--- src/rtl/sw_debounce_pkg.sv ---
// ============================================================================
// Module : sw_debounce_pkg
// Brief  : Shared constants and types for the slide-switch debouncer.
// Rev    : 1.0 - initial release
// ============================================================================
`default_nettype none

package sw_debounce_pkg;

    // 20 ms settle time at a 50 MHz clock
    localparam int DEFAULT_STABLE_CYCLES = 1_000_000;
    localparam int SIM_STABLE_CYCLES     = 4;

    typedef enum logic {
        ST_MATCH    = 1'b0,
        ST_MISMATCH = 1'b1
    } db_state_t;

endpackage

`default_nettype wire

--- src/rtl/sw_debounce_bit.sv ---
// ============================================================================
// Module : debounce_bit
// Brief  : Two-flop synchroniser, stability counter and stable flop for one bit.
// Rev    : 1.0 - initial release
// ============================================================================
`default_nettype none

module debounce_bit
    import sw_debounce_pkg::*;
#(
    parameter int STABLE_CYCLES = DEFAULT_STABLE_CYCLES,
    parameter int CNT_WIDTH     = $clog2(STABLE_CYCLES)
) (
    input  logic clk,
    input  logic rst,
    input  logic sw,
    output logic stable_o,
    output logic upd_o
);

    localparam logic [CNT_WIDTH-1:0] C_CNT_MAX = CNT_WIDTH'(STABLE_CYCLES - 1);

    logic                 r_sync1;
    logic                 r_sync2;
    logic                 r_stable;
    logic [CNT_WIDTH-1:0] r_cnt;
    db_state_t            w_state;

    assign w_state  = (r_sync2 != r_stable) ? ST_MISMATCH : ST_MATCH;
    // High on the edge that will flip the stable value
    assign upd_o    = (w_state == ST_MISMATCH) && (r_cnt == C_CNT_MAX);
    assign stable_o = r_stable;

    always_ff @(posedge clk) begin
        if (rst) begin
            r_sync1  <= 1'b0;
            r_sync2  <= 1'b0;
            r_stable <= 1'b0;
            r_cnt    <= '0;
        end else begin
            r_sync1 <= sw;
            r_sync2 <= r_sync1;
            if (w_state == ST_MATCH) begin
                r_cnt <= '0;
            end else if (r_cnt == C_CNT_MAX) begin
                r_stable <= r_sync2;
                r_cnt    <= '0;
            end else begin
                r_cnt <= r_cnt + 1'b1;
            end
        end
    end

endmodule

`default_nettype wire

--- src/rtl/sw_debounce.sv ---
// ============================================================================
// Module : sw_debounce
// Brief  : Per-bit switch debouncer with sticky valid/rd handshake.
//          SW_DEBOUNCE_EDGE_EN adds rise/fall edge-pulse outputs.
// Rev    : 1.0 - initial release
// ============================================================================
`default_nettype none

module sw_debounce
    import sw_debounce_pkg::*;
#(
    parameter int WIDTH         = 4,
    parameter int DATA_WIDTH    = 16,
    parameter int STABLE_CYCLES = DEFAULT_STABLE_CYCLES
) (
    input  logic                  clk,
    input  logic                  rst,
    input  logic [WIDTH-1:0]      sw,
    input  logic                  rd,
    output logic [DATA_WIDTH-1:0] out,
    output logic                  valid,
    output logic                  changed
`ifdef SW_DEBOUNCE_EDGE_EN
    ,
    output logic [WIDTH-1:0]      rise,
    output logic [WIDTH-1:0]      fall
`endif
);

    localparam int CNT_WIDTH = $clog2(STABLE_CYCLES);

    logic [WIDTH-1:0] w_stable;
    logic [WIDTH-1:0] w_upd;
    logic             w_any_upd;

    for (genvar i = 0; i < WIDTH; i++) begin : g_bit
        debounce_bit #(
            .STABLE_CYCLES (STABLE_CYCLES),
            .CNT_WIDTH     (CNT_WIDTH)
        ) u_bit (
            .clk      (clk),
            .rst      (rst),
            .sw       (sw[i]),
            .stable_o (w_stable[i]),
            .upd_o    (w_upd[i])
        );
    end

    assign w_any_upd = |w_upd;
    assign out       = DATA_WIDTH'(w_stable);

    // New data wins over a simultaneous read acknowledge
    always_ff @(posedge clk) begin
        if (rst) begin
            valid   <= 1'b0;
            changed <= 1'b0;
        end else begin
            changed <= w_any_upd;
            if (w_any_upd) begin
                valid <= 1'b1;
            end else if (rd) begin
                valid <= 1'b0;
            end
        end
    end

`ifdef SW_DEBOUNCE_EDGE_EN
    // An update always inverts the bit, so the old value gives the direction
    always_ff @(posedge clk) begin
        if (rst) begin
            rise <= '0;
            fall <= '0;
        end else begin
            rise <= w_upd & ~w_stable;
            fall <= w_upd &  w_stable;
        end
    end
`else
`endif

endmodule

`default_nettype wire

--- config.mk ---
export PLATFORM = sky130hd
export DESIGN_NAME = sw_debounce
export DESIGN_NICKNAME = d
export VERILOG_FILES = /design/src/rtl/sw_debounce_pkg.sv /design/src/rtl/sw_debounce_bit.sv /design/src/rtl/sw_debounce.sv
export SDC_FILE = /design/constraint.sdc
export NUM_CORES = 1
export LEC_CHECK = 0
export CELL_PAD_IN_SITES_DETAIL_PLACEMENT = 1
export CELL_PAD_IN_SITES_GLOBAL_PLACEMENT = 1
export CORE_MARGIN = 5
export CORE_UTILIZATION = 41
export DETAILED_ROUTE_END_ITERATION = 10
export PLACE_DENSITY_LB_ADDON = 0.1
export SYNTH_ARGS = -nofsm -noshare
export SYNTH_HDL_FRONTEND = slang
export SYNTH_SLANG_ARGS = --single-unit
--- constraint.sdc ---
create_clock -name clk -period 1.8 [get_ports clk]
set_input_delay 0.18 -clock clk [delete_from_list [all_inputs] [get_ports clk]]
set_output_delay 0.18 -clock clk [all_outputs]
set_load 0.01 [all_outputs]
After elaboration in Yosys (flattened, before gate mapping)
Cells that the tools add are included.
- bits in registers: 94
- latch bits: 0
- memory bits (writable): 0
- ROM bits: 0
- bits of input ports: 7
- output and inout bits: 18
- logic and storage cells: 54
- memories: 0
- add/subtract/negate cells: 4
- multipliers: 0
- divide/modulo/power cells: 0
- order comparisons: 0
- eq/ne operators: 8
- shift-type cells: 0
- mux-type cells: 6
- bitwise logic cells: 4
- reduce and logical (&&, ||, !) cells: 14
- operators by type and width (kind ; number):
    20-bit by 1-bit adder with 20-bit output, second input constant ; 4
    20-bit == test, second input constant ; 4
    3-bit OR reduction ; 4
    2-bit AND reduction ; 4
    1-bit two-way mux ; 6
    1-bit logical AND ; 4
    1-bit != test ; 4
    1-bit inverter ; 4
    4-bit OR reduction ; 1
    2-bit nonzero test ; 1

Depth between registers and ports, before layout
Gate-level depths: netlist (run 1).
- depth in word-level cells: 5
- gate-level depth with buffers: 8

Modules after synthesis
From an unflattened synthesis (run 1), not the netlist that was laid out.
- cells, all modules: 495
- area, all modules: 4177.8 µm²
- by module, submodules not included (module ; times used ; cells each ; area an instance (µm²) ; sequential area each (µm²)):
    debounce_bit ; 4 ; 119 ; 1001.0 ; 460.4
    sw_debounce ; 1 ; 19 ; 173.9 ; 40.0

Worst setup path after synthesis (run 1)
OpenSTA, ideal clock, no wires.
- path type: reg2reg
- start point: reg g_bit[2].u_bit.r_cnt[0]
- end point: reg g_bit[2].u_bit.r_cnt[11]
- data arrival time: 1.620 ns
- setup slack: 0.063 ns
- cell stages (with the launch flop): 8
- clock period less this slack: 1.737 ns
- cells stage by stage: dfxtp_1 > ha_1 > inv_1 > or3_1 > nor3_1 > or2_2 > buf_2 > nor2_1
- longest elaborated chain between the ends: 2
- elaborated cells between the ends (all ways): 3
- RTL lines (element ; RTL line ; RTL):
    start, declared ; sw_debounce_bit.sv:26 ; logic [CNT_WIDTH-1:0] r_cnt;
    start signal, assigned ; sw_debounce_bit.sv:49 ; r_cnt <= r_cnt + 1'b1;
    branches (longest 2 deep; another with 20-bit by 1-bit adder with 20-bit output) ; -- ;
Several ways; the timed one is not identified.
A chain may end at the register's enable or synchronous reset.

Worst setup path after layout (run 1)
- start point: reg g_bit[0].u_bit.r_cnt[15]
- end point: reg valid
- longest elaborated chain between the ends: 4
- elaborated cells between the ends (all ways): 5
- RTL lines (element ; RTL line ; RTL):
    start, declared ; sw_debounce_bit.sv:26 ;
    start signal, assigned ; sw_debounce_bit.sv:49 ;
    20-bit == test (*) ; sw_debounce_bit.sv:31 ; assign upd_o = (w_state == ST_MISMATCH) && (r_cnt == C_CNT_MAX);
    1-bit logical AND (*) ; sw_debounce_bit.sv:31 ;
    4-bit OR reduction (*) ; sw_debounce.sv:49 ; assign w_any_upd = |w_upd;
    1-bit two-way mux or 2-bit nonzero test (tied branches) ; -- ;
    end signal, assigned ; sw_debounce.sv:55 ; valid <= 1'b0;
    end signal, assigned ; sw_debounce.sv:60 ; valid <= 1'b1;
    end signal, assigned ; sw_debounce.sv:62 ; valid <= 1'b0;
    end, declared ; sw_debounce.sv:21 ; output logic valid,
Mark *: on every way between the ends. The rest lies on a longest branch, timed or not.

==> flow_summary.yaml, run 1 <==
run_status:
  run_status: "finished clean"
critical_path:
  r2r_slack_ps: 100
  regToRegStartpoint: "g_bit[0].u_bit.r_cnt[15]"
  cp_slowest_stage_delay_ps: 560
  critPathArrivalTime_ps: 2030
  cp.required_ps: 2130
  cp-startpoint: "g_bit[0].u_bit.r_cnt[15]"
  rr_endpoint: "valid"
  path_cells: "or4b_4 > or4_4 > nor4_2 > or4_1 > a21o_1"
  reg2reg_depth: 5
  crit_fanout: 2
  crit_type: "reg -> reg"
  cp-end-kind: "flip-flop"
  crit_slowest_cell: "or4b_4"
  cp-endpoint: "valid"
  crit_path_start_kind: "flip-flop"
place:
  post_dp_cell_area_sq_mm: 0.00450
  pre_cts_ws_ps: -44.2
  port_buffers: 12
  dp_hpwl_um: 6080
  routabilityCongestion: 0.731
flow_run:
  drv_cap: 0
synth:
  synthTopCellsByArea: "dfxtp_1, xor2_1, nor2_1, xnor2_1, nand3_1"
  async_flop_share: 0
  ys.flop_type: "dfxtp_1"
  synthDistinctLibCells: 30
  synth_edf_count: 0
  synth-seq-cells: 94
  yosysSeqAreaShare: 0.466
  synth_area_sq_mm: 0.00404
  synthesis.instances: 455
  yosysTopAreaCell: "dfxtp_1"
  synth_common_cells: "nor2_1, dfxtp_1, xor2_1"
  avgSynthCellArea_sq_um: 8.88
  synth.most_common_cell: "nor2_1"
  synth_top_area_frac: 0.466
  synth.yosys.warnings: 0
sta:
  hold_viol: 0
  fin_crit_sh: 0.946
  period_needed_ps: 1700
  fmax_mhz: 587
  tns_ps: 0
  setup_violations: 0
  clock_skew_ps: 9.16
  fin_ws_ps: 97.1
  slew_violations: 0
detailed_routing:
  post_drt_wl_per_cell_um: 13.2
  first_iter_violations: 117
  vias: 3075
  ant_nets: 0
  drt_wl_total_um: 8330
  first_pass_iters: 6
  drc: 0
  viasPerCell: 4.86
power:
  p_leak_nw: 1.67
  p_sw_uw: 804
  ir_drop_uv: 611
  clkPwrFrac: 0.413
  cellPowerDensity_mw_per_mm2: 780
  pwr-share-seq: 0.564
  pwr-share-comb: 0.022
  total_power_mw: 3.71
  intPower_mw: 2.91
  p_sw_frac: 0.217
final_layout:
  antenna_cells: 0
  ff_latch_area_sq_mm: 0.00188
  area_delta_synth_final_pct: 17.6
  final_area_sq_mm: 0.00475
  nets: 506
  multi_input_area_sq_mm: 0.00203
  n_fill_cell: 1152
  drive_gt1_frac: 0.118
global_routing:
  track_usage: 0.155
  first_global_vias: 3214
  grt_start_max_net_pins: 21
  overflow: 0
  grt_pass1_wl_um: 14500
  antenna_found_initial: 0
hold_path:
  hp-class: "in -> reg"
clock_tree:
  root_buffer: "clkbuf_8"
  clk_pin_slew_ps: 90
  cts_sinks: 94
  h-tree-depth: 3
  clock_path_buffers: 2
  cts_tree: "done"
  worstSkewPairLatency_ps: 370
  cts_made_buffers: 9
die:
  fp-row-count: 36
  ios: 25
  start_util: 0.417
  die_area_sq_mm: 0.0119
  die_h_um: 109
  die_x_um: 109
  core_area_sq_mm: 0.00968
[power groups by stage]
stage | logic, mW | clock network [mW] | registers (mW)
2_1_floorplan | 0.0639 | 0 | 2.14
3_3_place_gp | 0.0813 | 0 | 2.14
3_5_place_dp | 0.0834 | 0 | 2.14
4_1_cts | 0.0834 | 1.59 | 2.09
5_1_grt | 0.0924 | 1.68 | 2.10
6_report | 0.0834 | 1.53 | 2.09
[state kept, by name (all words and copies together) (netlist names)]
register              count
g_bit.u_bit.r_sync2       4
g_bit.u_bit.r_cnt        80
changed                   1
g_bit.u_bit.stable_o      4
valid                     1
g_bit.u_bit.r_sync1       4
[worst min-delay path by stage]
| stage | from | endpoint | slack (ps) | cells past startpoint |
|---|---|---|---|---|
| finish | sw[0] | g_bit[0].u_bit.r_sync1 | 360 | 2 |
| global route | sw[0] | g_bit[0].u_bit.r_sync1 | 340 | 2 |
| CTS | sw[0] | g_bit[0].u_bit.r_sync1 | 330 | 2 |
| detailed placement | g_bit[1].u_bit.r_sync1 | g_bit[1].u_bit.r_sync2 | 430 | 1 |
| global placement | g_bit[0].u_bit.r_sync1 | g_bit[0].u_bit.r_sync2 | 420 | 1 |
| floorplan | sw[0] | g_bit[0].u_bit.r_sync1 | 310 | 1 |
[logic make-up after synthesis]
family                     count (synthesis)  share of synthesized area
DFF                                       94                      0.466
buffers and inverters                     35                     0.0520
xor gates and xnor gates                  76                      0.165
other                                      1                   0.000928
adders and majority gates                  4                     0.0124
AOI/OAI and AO/OA                          1                    0.00186
and+or+nand+nor                          240                      0.293
muxes                                      4                    0.00991
[timing repair]
item                       CTS  global route
gates cloned                 0             0
hold buffers                 0             0
setup endpoints to repair   20            63
setup buffers                0             0
pin swaps                    0             1
gates resized for setup      1             8
[per-layer routing]
layer | wire length [um] | GRT usage | vias up
li1 | - | - | 1558
met1 | 3880 | 0.183 | 1479
met2 | 4050 | 0.267 | 23
met3 | 238 | 0.0480 | 15
met4 | 163 | 0.0543 | 0
met5 | 0 | 0 | -
[layout make-up]
type,count,area share
repair buffers,45,0.0905
well taps,133,0.0350
inverters,8,0.00632
flip-flops and latches,94,0.396
clock inverters,6,0.0182
clock buffers,10,0.0268
multi-input cells,337,0.427
[worst max-delay path, delay by kind of cell, from the launching register on]
kind	cells	cell delay [ps]
flip-flops	1	320
AND/OR/NAND/NOR	4	1270
AO/OA/AOI/OAI	1	80
[stage by stage]
| stage | utilization | instances | hold WS [ps] |
|---|---|---|---|
| 3_3_place_gp | 0.465 | 617 | 419 |
| 2_1_floorplan | - | 466 | 308 |
| 3_5_place_dp | 0.465 | 617 | 433 |
| 6_report | 0.491 | 633 | 358 |
| 4_1_cts | 0.487 | 633 | 329 |
| 5_1_grt | 0.491 | 633 | 342 |
[placed cells by master (no fill, tap or decap), types with 3 or more instances in the layout]
cell type	count
nor2_1	97
dfxtp_1	93
xor2_1	51
nand3_1	32
nand2_1	29
buf_4	28
xnor2_1	25
nand4_1	16
and3_1	13
conb_1	12
clkdlybuf4s50_1	12
nor3_1	10
and4_1	9
clkbuf_8	9
inv_1	8
nor2b_1	8
nor4b_1	5
buf_12	5
nor4_1	4
mux2i_1	4
ha_1	3
No activity file was read; power rests on OpenSTA's default activity.
==> inputs of run 2 (changes only) <==
--- a/config.mk
+++ b/config.mk
@@ -10,6 +10,7 @@
 export CORE_MARGIN = 5
 export CORE_UTILIZATION = 41
 export DETAILED_ROUTE_END_ITERATION = 10
+export GPL_TIMING_DRIVEN = 0
 export PLACE_DENSITY_LB_ADDON = 0.1
 export SYNTH_ARGS = -nofsm -noshare
 export SYNTH_HDL_FRONTEND = slang
==> flow_summary.yaml, run 2 (same netlist as run 1, synthesis figures left out) <==
sta:
  hold_viol: 0
  clock_skew_ps: 10.4
  fmax_mhz: 559
  rsz0062_at_grt: "true"
  slew_violations: 0
  fin_crit_sh: 0.994
  tns_ps: 0
  setup_violations: 0
  period_needed_ps: 1790
detailed_routing:
  drt_wl_total_um: 8220
  post_drt_wl_per_cell_um: 13.0
  first_pass_iters: 4
  ant_nets: 0
  drc: 0
  vias: 2987
  first_iter_violations: 79
  viasPerCell: 4.73
global_routing:
  grt_start_max_net_pins: 15
  grt_busiest_layer: "met2"
  overflow: 0
  antenna_found_initial: 0
  first_global_vias: 3070
  grt_util_met2: 0.251
  use_met3: 0.0462
  track_usage: 0.148
  globalRouteMet1Util: 0.180
  grt_pass1_wl_um: 14000
power:
  ir_drop_uv: 538
  total_power_mw: 3.71
  cellPowerDensity_mw_per_mm2: 776
  p_leak_nw: 1.66
final_layout:
  final_common_cell: "nor2_1"
  drive_gt1_frac: 0.148
  n_fill_cell: 1162
  nets: 505
  final_area_sq_mm: 0.00478
  largest_reg_flops: 80
  largest_register: "g_bit.u_bit.r_cnt"
  area_delta_synth_final_pct: 18.3
  final_cell_mix: "nor2_1, dfxtp_1, xor2_1"
  antenna_cells: 0
hold_path:
  hp-class: "in -> reg"
flow_run:
  drv_cap: 0
critical_path:
  cp-end-kind: "flip-flop"
  crit_fanout: 3
  crit_path_start_kind: "flip-flop"
  crit_type: "reg -> reg"
  cp.required_ps: 2100
  critPathArrivalTime_ps: 2090
clock_tree:
  worstSkewPairLatency_ps: 350
  ctsHoldBuffers: 0
  root_buffer: "clkbuf_8"
  h-tree-depth: 3
  cts_tree: "done"
  clock_path_buffers: 2
  cts_made_buffers: 9
  cts_sinks: 94
  clk_pin_slew_ps: 90
die:
  die_x_um: 109
  core_area_sq_mm: 0.00968
  ios: 25
  fp-row-count: 36
  start_util: 0.417
  die_area_sq_mm: 0.0119
  die_h_um: 109
place:
  routabilityCongestion: 0.719
  post_dp_cell_area_sq_mm: 0.00436
  dp_hpwl_um: 5790
  port_buffers: 11
run_status:
  run_status: "finished clean"
## run 2: cell count changes in the layout (fill, tap and decap cells not counted), sizes merged
cell           change
clkbuf             +5
clkinv             -1
clkdlybuf4s50      -1
buf                -3
clkinvlp           -1
## run 2: final timing paths
path	startpoint	to	slack [ps]	cells past startpoint
max	g_bit[0].u_bit.r_cnt[13]	valid	10	5
min reg2reg	g_bit[1].u_bit.r_cnt[0]	g_bit[1].u_bit.r_cnt[0]	440	1
min	rst	g_bit[2].u_bit.r_sync1	240	2
max reg2reg	g_bit[0].u_bit.r_cnt[13]	valid	10	5
## run 2: what timing repair did
| item | CTS | global route |
|---|---|---|
| resized for setup | 17 | 28 |
| pin swaps | 3 | 5 |
| endpoints found under the setup margin | 62 | 76 |
| setup buffers | 2 | 4 |
## run 2: report_power, final
| part | internal [mW] | leakage (nW) | switching [mW] | total, mW |
|---|---|---|---|---|
| registers | 2.09 | 0.763 | 0.00644 | 2.10 |
| logic | 0.0447 | 0.788 | 0.0466 | 0.0913 |
| clock network | 0.818 | 0.110 | 0.705 | 1.52 |
| total | 2.95 | 1.66 | 0.758 | 3.71 |
## run 2: area by class of cell
cell class              instances  area [sq um]  area share
flip-flops and latches         94          1890       0.396
inverters                       8          30.0     0.00628
plain buffers                  27           209      0.0437
clock inverters                 4          70.1      0.0147
multi-input cells             337          2110       0.442
well taps                     133           166      0.0348
clock buffers                  12           145      0.0304
repair buffers                 17           155      0.0324
## run 2: routing by layer
layer | vias to the layer above | routed length [um]
met5 | - | 0
met4 | 0 | 121
met3 | 10 | 236
met2 | 31 | 3950
met1 | 1385 | 3920
li1 | 1561 | -
## run 2: metrics by stage
stage                     instances  hold WS [ps]  utilization  worst slack [ps]
after floorplan                 466           308            -              63.1
after global placement          610           418        0.450              -146
after detailed placement        610           432        0.450              -186
after CTS                       628           252        0.481             -47.5
after global routing            632           275        0.494             -67.1
final                           632           238        0.494              10.2
## run 2: worst max-delay path, stage by stage, from the launching register on
cell and delay, ps:
dfxtp_2 340, or4b_4 570, or4_4 450, nor4_4 150, or4_4 160, a21o_1 70
